File: src/rtl/qq_pkg.sv
// Shared types and helpers for the QuickQ successor router.
package qq_pkg;

    typedef enum logic [1:0] {
        StIdle,
        StFetch,
        StCmp,
        StHold
    } qq_rtr_state_t;

    localparam int unsigned RAM_LAT_MAX    = 4;
    localparam int unsigned QQ_MAX_ENTRY_W = 128;

    // Key sits in the entry MSBs; callers zero-extend the entry and truncate the result.
    function automatic logic [63:0] qq_key(input logic [QQ_MAX_ENTRY_W-1:0] entry,
                                           input int unsigned val_w);
        return 64'(entry >> val_w);
    endfunction

endpackage

File: src/rtl/qq_value_router_if.sv
// Pop request, register/RAM stage, output and feedback signals of the successor router.
interface qq_value_router_if #(
    parameter int unsigned ENTRY_W = 32
);
    logic               pop_req;
    logic               busy;
    logic               pop_err;
    logic               reg_valid;
    logic [ENTRY_W-1:0] reg_data;
    logic               ram_empty;
    logic               ram_rd_en;
    logic [ENTRY_W-1:0] ram_data;
    logic               out_valid;
    logic               out_ready;
    logic [ENTRY_W-1:0] data_out;
    logic               fb_valid;
    logic               fb_occ;
    logic [ENTRY_W-1:0] fb_data;

    modport master (
        output pop_req, reg_valid, reg_data, ram_empty, ram_data, out_ready,
        input  busy, pop_err, ram_rd_en, out_valid, data_out, fb_valid, fb_occ, fb_data
    );

    modport slave (
        input  pop_req, reg_valid, reg_data, ram_empty, ram_data, out_ready,
        output busy, pop_err, ram_rd_en, out_valid, data_out, fb_valid, fb_occ, fb_data
    );
endinterface

File: src/rtl/qq_key_cmp.sv
// Combinational winner/loser select between the register entry (a) and RAM entry (b).
module qq_key_cmp
    import qq_pkg::*;
#(
    parameter int unsigned KEY_W    = 16,
    parameter int unsigned VAL_W    = 16,
    parameter bit          MODE_MIN = 1'b1
) (
    input  logic [KEY_W+VAL_W-1:0] a,
    input  logic [KEY_W+VAL_W-1:0] b,
    output logic [KEY_W+VAL_W-1:0] win,
    output logic [KEY_W+VAL_W-1:0] lose
);

    logic [KEY_W-1:0] key_a;
    logic [KEY_W-1:0] key_b;
    logic             b_wins;

    assign key_a = KEY_W'(qq_key(QQ_MAX_ENTRY_W'(a), VAL_W));
    assign key_b = KEY_W'(qq_key(QQ_MAX_ENTRY_W'(b), VAL_W));

    // Strict compare so that equal keys keep the register entry in front.
    assign b_wins = MODE_MIN ? (key_b < key_a) : (key_b > key_a);

    assign win  = b_wins ? b : a;
    assign lose = b_wins ? a : b;

endmodule

File: src/rtl/qq_value_router.sv
// Routes the winning head/successor entry to the output and feeds the loser back.
module qq_value_router
    import qq_pkg::*;
#(
    parameter int unsigned KEY_W    = 16,
    parameter int unsigned VAL_W    = 16,
    parameter bit          MODE_MIN = 1'b1,
    parameter int unsigned RAM_LAT  = 1
) (
    input logic               clk,
    input logic               rst_n,
    qq_value_router_if.slave  bus
);

    localparam int unsigned ENTRY_W = KEY_W + VAL_W;
    localparam int unsigned CNT_W   = $clog2(RAM_LAT_MAX + 1);
    localparam logic [CNT_W-1:0] LAT_LAST = CNT_W'(RAM_LAT - 1);

    qq_rtr_state_t      state_q, state_d;
    logic [CNT_W-1:0]   cnt_q, cnt_d;
    logic               out_valid_q, out_valid_d;
    logic [ENTRY_W-1:0] data_out_q, data_out_d;
    logic               fb_valid_q, fb_valid_d;
    logic               fb_occ_q, fb_occ_d;
    logic [ENTRY_W-1:0] fb_data_q, fb_data_d;
    logic               pop_err_q, pop_err_d;
    logic               ram_rd_en;
    logic [ENTRY_W-1:0] cmp_win;
    logic [ENTRY_W-1:0] cmp_lose;

    qq_key_cmp #(
        .KEY_W    (KEY_W),
        .VAL_W    (VAL_W),
        .MODE_MIN (MODE_MIN)
    ) u_key_cmp (
        .a    (bus.reg_data),
        .b    (bus.ram_data),
        .win  (cmp_win),
        .lose (cmp_lose)
    );

    always_comb begin
        state_d     = state_q;
        cnt_d       = cnt_q;
        out_valid_d = out_valid_q;
        data_out_d  = data_out_q;
        fb_valid_d  = 1'b0;
        fb_occ_d    = 1'b0;
        fb_data_d   = fb_data_q;
        pop_err_d   = 1'b0;
        ram_rd_en   = 1'b0;
        unique case (state_q)
            StIdle: begin
                if (bus.pop_req) begin
                    if (!bus.ram_empty) begin
                        ram_rd_en = 1'b1;
                        cnt_d     = CNT_W'(1);
                        // With single-cycle RAM the data is already valid next cycle.
                        state_d   = (RAM_LAT == 1) ? StCmp : StFetch;
                    end else if (bus.reg_valid) begin
                        data_out_d  = bus.reg_data;
                        out_valid_d = 1'b1;
                        fb_valid_d  = 1'b1;
                        state_d     = StHold;
                    end else begin
                        pop_err_d = 1'b1;
                    end
                end
            end
            StFetch: begin
                if (cnt_q == LAT_LAST) begin
                    state_d = StCmp;
                end else begin
                    cnt_d = cnt_q + 1'b1;
                end
            end
            StCmp: begin
                out_valid_d = 1'b1;
                cnt_d       = '0;
                state_d     = StHold;
                if (bus.reg_valid) begin
                    data_out_d = cmp_win;
                    fb_data_d  = cmp_lose;
                    fb_valid_d = 1'b1;
                    fb_occ_d   = 1'b1;
                end else begin
                    data_out_d = bus.ram_data;
                end
            end
            StHold: begin
                if (bus.out_ready) begin
                    out_valid_d = 1'b0;
                    state_d     = StIdle;
                end
            end
            default: state_d = StIdle;
        endcase
    end

    always_ff @(posedge clk or negedge rst_n) begin
        if (!rst_n) begin
            state_q     <= StIdle;
            cnt_q       <= '0;
            out_valid_q <= 1'b0;
            data_out_q  <= '0;
            fb_valid_q  <= 1'b0;
            fb_occ_q    <= 1'b0;
            fb_data_q   <= '0;
            pop_err_q   <= 1'b0;
        end else begin
            state_q     <= state_d;
            cnt_q       <= cnt_d;
            out_valid_q <= out_valid_d;
            data_out_q  <= data_out_d;
            fb_valid_q  <= fb_valid_d;
            fb_occ_q    <= fb_occ_d;
            fb_data_q   <= fb_data_d;
            pop_err_q   <= pop_err_d;
        end
    end

    assign bus.busy      = (state_q != StIdle);
    assign bus.pop_err   = pop_err_q;
    assign bus.ram_rd_en = ram_rd_en;
    assign bus.out_valid = out_valid_q;
    assign bus.data_out  = data_out_q;
    assign bus.fb_valid  = fb_valid_q;
    assign bus.fb_occ    = fb_occ_q;
    assign bus.fb_data   = fb_data_q;

endmodule

File: src/flat_wrapper.sv
// flat-port wrapper written by rule: the top's interface ports become plain ports
module qq_value_router_flat import qq_pkg::*;
#(
    parameter int unsigned KEY_W    = 16,
    parameter int unsigned VAL_W    = 16,
    parameter bit          MODE_MIN = 1'b1,
    parameter int unsigned RAM_LAT  = 1
)
  (clk, rst_n, bus_pop_req, bus_reg_valid, bus_reg_data, bus_ram_empty, bus_ram_data, bus_out_ready, bus_busy, bus_pop_err, bus_ram_rd_en, bus_out_valid, bus_data_out, bus_fb_valid, bus_fb_occ, bus_fb_data);
  qq_value_router_if #(.ENTRY_W(32)) bus_i ();
  input logic clk;
  input logic rst_n;
  input wire logic [$bits(bus_i.pop_req)-1:0] bus_pop_req;
  input wire logic [$bits(bus_i.reg_valid)-1:0] bus_reg_valid;
  input wire logic [$bits(bus_i.reg_data)-1:0] bus_reg_data;
  input wire logic [$bits(bus_i.ram_empty)-1:0] bus_ram_empty;
  input wire logic [$bits(bus_i.ram_data)-1:0] bus_ram_data;
  input wire logic [$bits(bus_i.out_ready)-1:0] bus_out_ready;
  output wire logic [$bits(bus_i.busy)-1:0] bus_busy;
  output wire logic [$bits(bus_i.pop_err)-1:0] bus_pop_err;
  output wire logic [$bits(bus_i.ram_rd_en)-1:0] bus_ram_rd_en;
  output wire logic [$bits(bus_i.out_valid)-1:0] bus_out_valid;
  output wire logic [$bits(bus_i.data_out)-1:0] bus_data_out;
  output wire logic [$bits(bus_i.fb_valid)-1:0] bus_fb_valid;
  output wire logic [$bits(bus_i.fb_occ)-1:0] bus_fb_occ;
  output wire logic [$bits(bus_i.fb_data)-1:0] bus_fb_data;
  assign bus_i.pop_req = bus_pop_req;
  assign bus_i.reg_valid = bus_reg_valid;
  assign bus_i.reg_data = bus_reg_data;
  assign bus_i.ram_empty = bus_ram_empty;
  assign bus_i.ram_data = bus_ram_data;
  assign bus_i.out_ready = bus_out_ready;
  assign bus_busy = bus_i.busy;
  assign bus_pop_err = bus_i.pop_err;
  assign bus_ram_rd_en = bus_i.ram_rd_en;
  assign bus_out_valid = bus_i.out_valid;
  assign bus_data_out = bus_i.data_out;
  assign bus_fb_valid = bus_i.fb_valid;
  assign bus_fb_occ = bus_i.fb_occ;
  assign bus_fb_data = bus_i.fb_data;
  qq_value_router #(.KEY_W(KEY_W), .VAL_W(VAL_W), .MODE_MIN(MODE_MIN), .RAM_LAT(RAM_LAT)) u_core (.clk(clk), .rst_n(rst_n), .bus(bus_i));
endmodule
File: config.mk
export PLATFORM = sky130hd
export DESIGN_NAME = qq_value_router_flat
export DESIGN_NICKNAME = d
export VERILOG_FILES = /design/src/rtl/qq_pkg.sv /design/src/rtl/qq_value_router_if.sv /design/src/rtl/qq_key_cmp.sv /design/src/rtl/qq_value_router.sv /design/src/flat_wrapper.sv
export SDC_FILE = /design/constraint.sdc
export NUM_CORES = 1
export LEC_CHECK = 0
export CAP_MARGIN = 10
export CORE_MARGIN = 2
export CORE_UTILIZATION = 52
export CTS_CLUSTER_SIZE = 24
export DETAILED_ROUTE_END_ITERATION = 12
export HOLD_SLACK_MARGIN = 0.15
export PLACE_DENSITY = 0.87
export SLEW_MARGIN = 20
export SYNTH_ARGS = -nofsm -noshare
export SYNTH_HDL_FRONTEND = slang
export SYNTH_HIERARCHICAL = 1
export SYNTH_SLANG_ARGS = --single-unit
File: constraint.sdc
create_clock -name clk -period 5.6 [get_ports clk]
set_input_delay 1.12 -clock clk [delete_from_list [all_inputs] [get_ports clk]]
set_output_delay 1.12 -clock clk [all_outputs]
set_load 0.05 [all_outputs]
# After elaboration in Yosys (flattened, before gate mapping)
# Cells that the tools add are included.
[word_totals]
elab_cells = 66
reg_bits = 73
in_bits = 70
[op_classes]
addsub = 1
eq_ne = 11
reduce_logical = 11
magnitude_cmp = 1
muxes = 34
[op_table]
columns = ["cell", "count"]
rows = [
  ["32-bit two-way mux", 6],
  ["32-bit case mux with 2 select lines", 1],
  ["16-bit less-than comparator", 1],
  ["1-bit two-way mux", 15],
  ["2-bit != test (second input constant)", 6],
  ["4-bit AND reduction", 3],
  ["2-bit two-way mux", 5],
  ["3-bit two-way mux", 3],
  ["3-bit case mux with 3 select lines", 1],
  ["2-bit case mux with 4 select lines", 1],
  ["3-bit nonzero test", 2],
  ["5-bit AND reduction", 1],
  ["2-bit == test (second input constant)", 2],
  ["2-bit nonzero test", 2],
  ["3-bit by 1-bit adder with 3-bit output (second input constant)", 1],
  ["3-bit logical NOT", 1],
  ["3-bit != test (second input constant)", 1],
  ["1-bit case mux with 3 select lines", 1],
  ["2-bit by 1-bit == test with 1-bit output (second input constant)", 1],
  ["2-bit logical NOT", 1],
  ["2-bit by 1-bit != test with 1-bit output (second input constant)", 1],
  ["1-bit case mux with 2 select lines", 1],
  ["2-bit AND reduction", 1],
]

# Depth between registers and ports, before layout
[logic_depth]
ltp_word = 4
depth_mapped = 11
depth_no_buf = 10

# Hierarchy
# Netlist, hierarchy kept.
[modules_own_cells]
columns = ["mod", "cells_each", "area_per_inst_um2", "instances"]
rows = [
  ["qq_value_router", 305, 3702.3, 1],
  ["qq_key_cmp", 122, 1207.4, 1],
]

# Worst setup path after synthesis
# Ideal clock, no wire load.
[synth_timing]
path_kind = "input -> register"
start = "input port bus_reg_data[27]"
end = "register u_core.data_out_q[2], in the netlist u_core/bus.data_out[2]"
n_path_buf = 1
required_ns = 5.473
stages = 11
arrival_ns = 3.500
setup_slack_ns = 1.972
setup_ns = 0.127
cell_sequence = "inv_1 > ha_1 > and4_1 > o211ai_1 > or4_1 > o2111ai_4 > buf_8 > mux2_2 > mux2i_1 > a21oi_1 > mux2_1"
[synth_between]
elab_chain_len = 4
[synth_rtl]
columns = ["element", "line", "text"]
rows = [
  ["start, declared", "flat_wrapper.sv:15", "input wire logic [$bits(bus_i.reg_data)-1:0] bus_reg_data;"],
  ["16-bit less-than comparator", "qq_key_cmp.sv:23", "assign b_wins = MODE_MIN ? (key_b < key_a) : (key_b > key_a);"],
  ["32-bit two-way mux", "qq_key_cmp.sv:25", "assign win = b_wins ? b : a;"],
  ["via u_core.cmp_win[2]", "qq_value_router.sv:28", "logic [ENTRY_W-1:0] cmp_win;"],
  ["32-bit two-way mux", "qq_value_router.sv:81", "if (bus.reg_valid) begin"],
  ["32-bit case mux with 2 select lines", "qq_value_router.sv:52", "unique case (state_q)"],
  ["end signal, assigned", "qq_value_router.sv:114", "data_out_q <= data_out_d;"],
  ["end, declared", "qq_value_router.sv:22", "logic [ENTRY_W-1:0] data_out_q, data_out_d;"],
]
# The timed path passes the listed nets, and every way through them passes these cells.
# A chain may end at the register's enable or synchronous reset.

# Worst setup path after layout
[layout_timing]
start = "input port bus_reg_data[27]"
end = "register u_core.data_out_q[25], in the netlist u_core/bus.data_out[25]"
# The elaborated chain is that of the path after synthesis.

==> results.yml <==
setup_path:
  cp_max_delay_cell: "or4_1"
  worst_ep_arrival_time_ns: 4.81
  rr_endpoint: "u_core/bus.data_out[11]"
  critical_path.reg2reg.startpoint: "u_core/state_q[0]"
  crit_path_start_kind: "primary input"
  crit_chain: "clkdlybuf4s50_1 > inv_1 > ha_1 > and4_1 > o211ai_1 > or4_1 > o2111ai_4 > buf_16 > buf_4 > mux2_2 > mux2i_1 > a21oi_1 > mux2_1"
  cp_slowest_stage_delay_ns: 0.57
  worst-path-max-fanout: 30
  reg2reg_depth: 6
  timing.critical_path.to_type: "flip-flop"
  worst-r2r-setup-slack_ns: 3.28
  critPathKind: "in2reg"
  critPathRequiredTime_ns: 5.83
sta:
  skew_ns: 0.00927
  timing.final.crit_period_ns: 4.58
  final_worst_slack_ns: 1.02
  fin_crit_sh: 0.818
  setup_viol: 0
  fmax_mhz: 218
  holdWs_ns: 0.508
  max_slew_margin: 0.365
  fin_setup_tns_ns: 0
  finalMaxSlewViolations: 0
  grt_setup_unrepaired: "no"
  worst_pin_slew_ns: 0.952
  report.final.hold_viol_count: 0
status:
  outcome: "completed"
worst_hold_path:
  hp-start: "u_core/bus.data_out[19]"
  hold_path_depth: 1
  hold_path_class: "reg2reg"
  min_to: "u_core/bus.data_out[19]"
routing:
  viasPerCell: 5.72
  vias: 3855
  dr.first_iter.drc_count: 127
  dr_drc_count: 0
  routedWlPerCell_um: 17.9
  ant_nets: 0
  routed_wirelength_um: 12000
  first_pass_iters: 4
power_and_ir_drop:
  power.density_nw_per_um2: 612
  power.share.clock: 0.128
  power_leakage_nw: 2.80
  peak_vdd_ir_mv: 0.355
  switchingPower_mw: 1.89
  seq_power_share: 0.234
  p_sw_frac: 0.472
  cell_internal_pwr_mw: 2.12
  comb_power_share: 0.638
placement:
  placement_setup_slack_ns: 0.575
  dpl.cell_count: 656
  port-buffer-count: 139
  gp_congestion: 0.811
  dp.final_hpwl_um: 8490
layout:
  most-common-layout-cells: "clkdlybuf4s50_1, mux2_2, dfrtp_1, a21oi_1, nor2_1"
  n_antenna_cell: 0
  finish.cell_count_without_fillers: 674
  finalNetCount: 651
  layout.filler_cells: 674
  layout_commonest_cell: "clkdlybuf4s50_1"
  post_route_cells_drive_above_1_share: 0.263
  flow.area_growth_from_synthesis_pct: 33.3
yosys:
  synth_cell_type_count: 45
  syn-mean-instance-area_sq_um: 11.5
  asyncSetResetFlopFracSynth: 1.00
  syn_nets: 520
  post_synth_main_area_contributors: "dfrtp_1, mux2_2, mux2i_1"
  yosysWarningCount: 6
  synth.top_cell.area_share: 0.372
  netlist_area_sq_um: 4910
  ys_dominant_reg_cell: "dfrtp_1"
  number_of_enable_flip_flop_cells_after_synthesis: 0
  synth_sequential_area_ratio: 0.372
  synth.ff_latch_count: 73
  postSynthCellCount: 427
  synth_top_area_cell: "dfrtp_1"
cts:
  buffers_inserted_by_post_cts_timing_repair: 0
  clock_insertion_delay_worst_skew_ns: 0.35
  hold_buffers: 0
  tritoncts_clock_tree: "built"
  cts_root_buf: "clkbuf_8"
  numClockSinks: 73
  resized_cells_post_cts: 0
  cts_made_buffers: 9
  clock_path_buffers: 2
  clk_pin_slew_worst_paths_ns: 0.08
  h-tree-depth: 3
floorplanning:
  design.die.area_sq_um: 10200
  initial_core_util: 0.534
  die_height_um: 101
  die-width_um: 101
  num_rows: 35
  io-pin-count: 140
  core_area_sq_um: 9200
global_routing:
  grt_use_total: 0.241
  grt_antenna_before_repair: 0
  number_of_global_route_vias_before_repair: 3965
  grt_remaining_overflow: 0
  grt_start_max_net_pins: 74
  grt_pass1_wl_um: 19400
flow_run:
  cap_viol_max_count: 0
## cells by family after synthesis
kind of cell               after synthesis  share of synthesized area
muxes                                  161                      0.361
DFF                                     73                      0.372
and+or+nand+nor                         62                     0.0619
AOI/OAI and AO/OA                       60                     0.0841
buffers and inverters                   48                     0.0624
adders and majority gates               23                     0.0586
## cell type report
class / count / area [sq um] / area share
Clock buffer: 11 / 141 / 0.0216
Timing Repair Buffer: 145 / 1470 / 0.224
Tap cell: 111 / 139 / 0.0212
Clock inverter: 5 / 103 / 0.0157
Multi-Input combinational cell: 306 / 2780 / 0.425
Inverter: 23 / 86.3 / 0.0132
Sequential cell: 73 / 1830 / 0.279
## critical path: cells and delay by family
kind | cells | cell delay [ns]
AO/OA/AOI/OAI | 3 | 0.44
buffers and inverters | 4 | 1.23
AND/OR/NAND/NOR | 2 | 0.83
multiplexers | 3 | 0.83
adder cells (fa/ha/maj) | 1 | 0.31
## worst max-delay path by stage
stage / start / end / slack [ns] / depth (start not counted)
after floorplan: bus_reg_data[27] / u_core/bus.data_out[2] / 1.97 / 11
after global routing: bus_reg_data[27] / u_core/bus.data_out[17] / 0.87 / 13
after global placement: bus_reg_data[27] / u_core/bus.data_out[19] / 0.66 / 12
final: bus_reg_data[27] / u_core/bus.data_out[25] / 1.02 / 13
after detailed placement: bus_reg_data[27] / u_core/bus.data_out[15] / 0.57 / 12
after CTS: bus_reg_data[27] / u_core/bus.data_out[20] / 0.94 / 12
## flip-flops by register name, indices dropped and copies added (netlist names)
| register | cells |
|---|---|
| u_core/bus.pop_err | 1 |
| u_core/bus.out_valid | 1 |
| u_core/bus.data_out | 32 |
| u_core/bus.fb_data | 32 |
| u_core/state_q | 2 |
| u_core/bus.fb_occ | 1 |
| u_core/cnt_q | 3 |
| u_core/bus.fb_valid | 1 |
## layer usage
layer  track usage  routed length (um)  part of all wire  up-vias
li1              -                   -                 -     1806
met2         0.416                6080              0.50      115
met1         0.289                4940              0.41     1917
met3        0.0745                 810             0.067       17
met5             0                   0                 0        -
met4        0.0769                 214             0.018        0
## synth_stat cells (4+ instances only)
cell     count
mux2_2     118
dfrtp_1     73
a21oi_1     36
nor2_1      35
mux2i_1     33
ha_1        23
inv_1       23
mux2_1      10
buf_2        8
buf_8        6
nand2_1      6
buf_6        5
nor2b_1      5
nand3_1      4
## power groups by stage
stage                     logic, mW  clock network (mW)  registers, mW
after global routing           2.69               0.547          0.976
after floorplan               0.933                   0           1.79
after global placement         2.46                   0          0.936
after CTS                      2.53               0.521          0.943
final                          2.55               0.513          0.939
after detailed placement       2.52                   0          0.951
## stage by stage
| step | total power, mW | utilization | area, sq um |
|---|---|---|---|
| after floorplan | 2.73 | - | 4910 |
| after global placement | 3.40 | 0.679 | 6240 |
| after detailed placement | 3.47 | 0.679 | 6240 |
| after CTS | 3.99 | 0.706 | 6490 |
| after global routing | 4.21 | 0.712 | 6540 |
| final | 4.01 | 0.712 | 6540 |
Note: power is estimated with default switching activity, not from simulation.
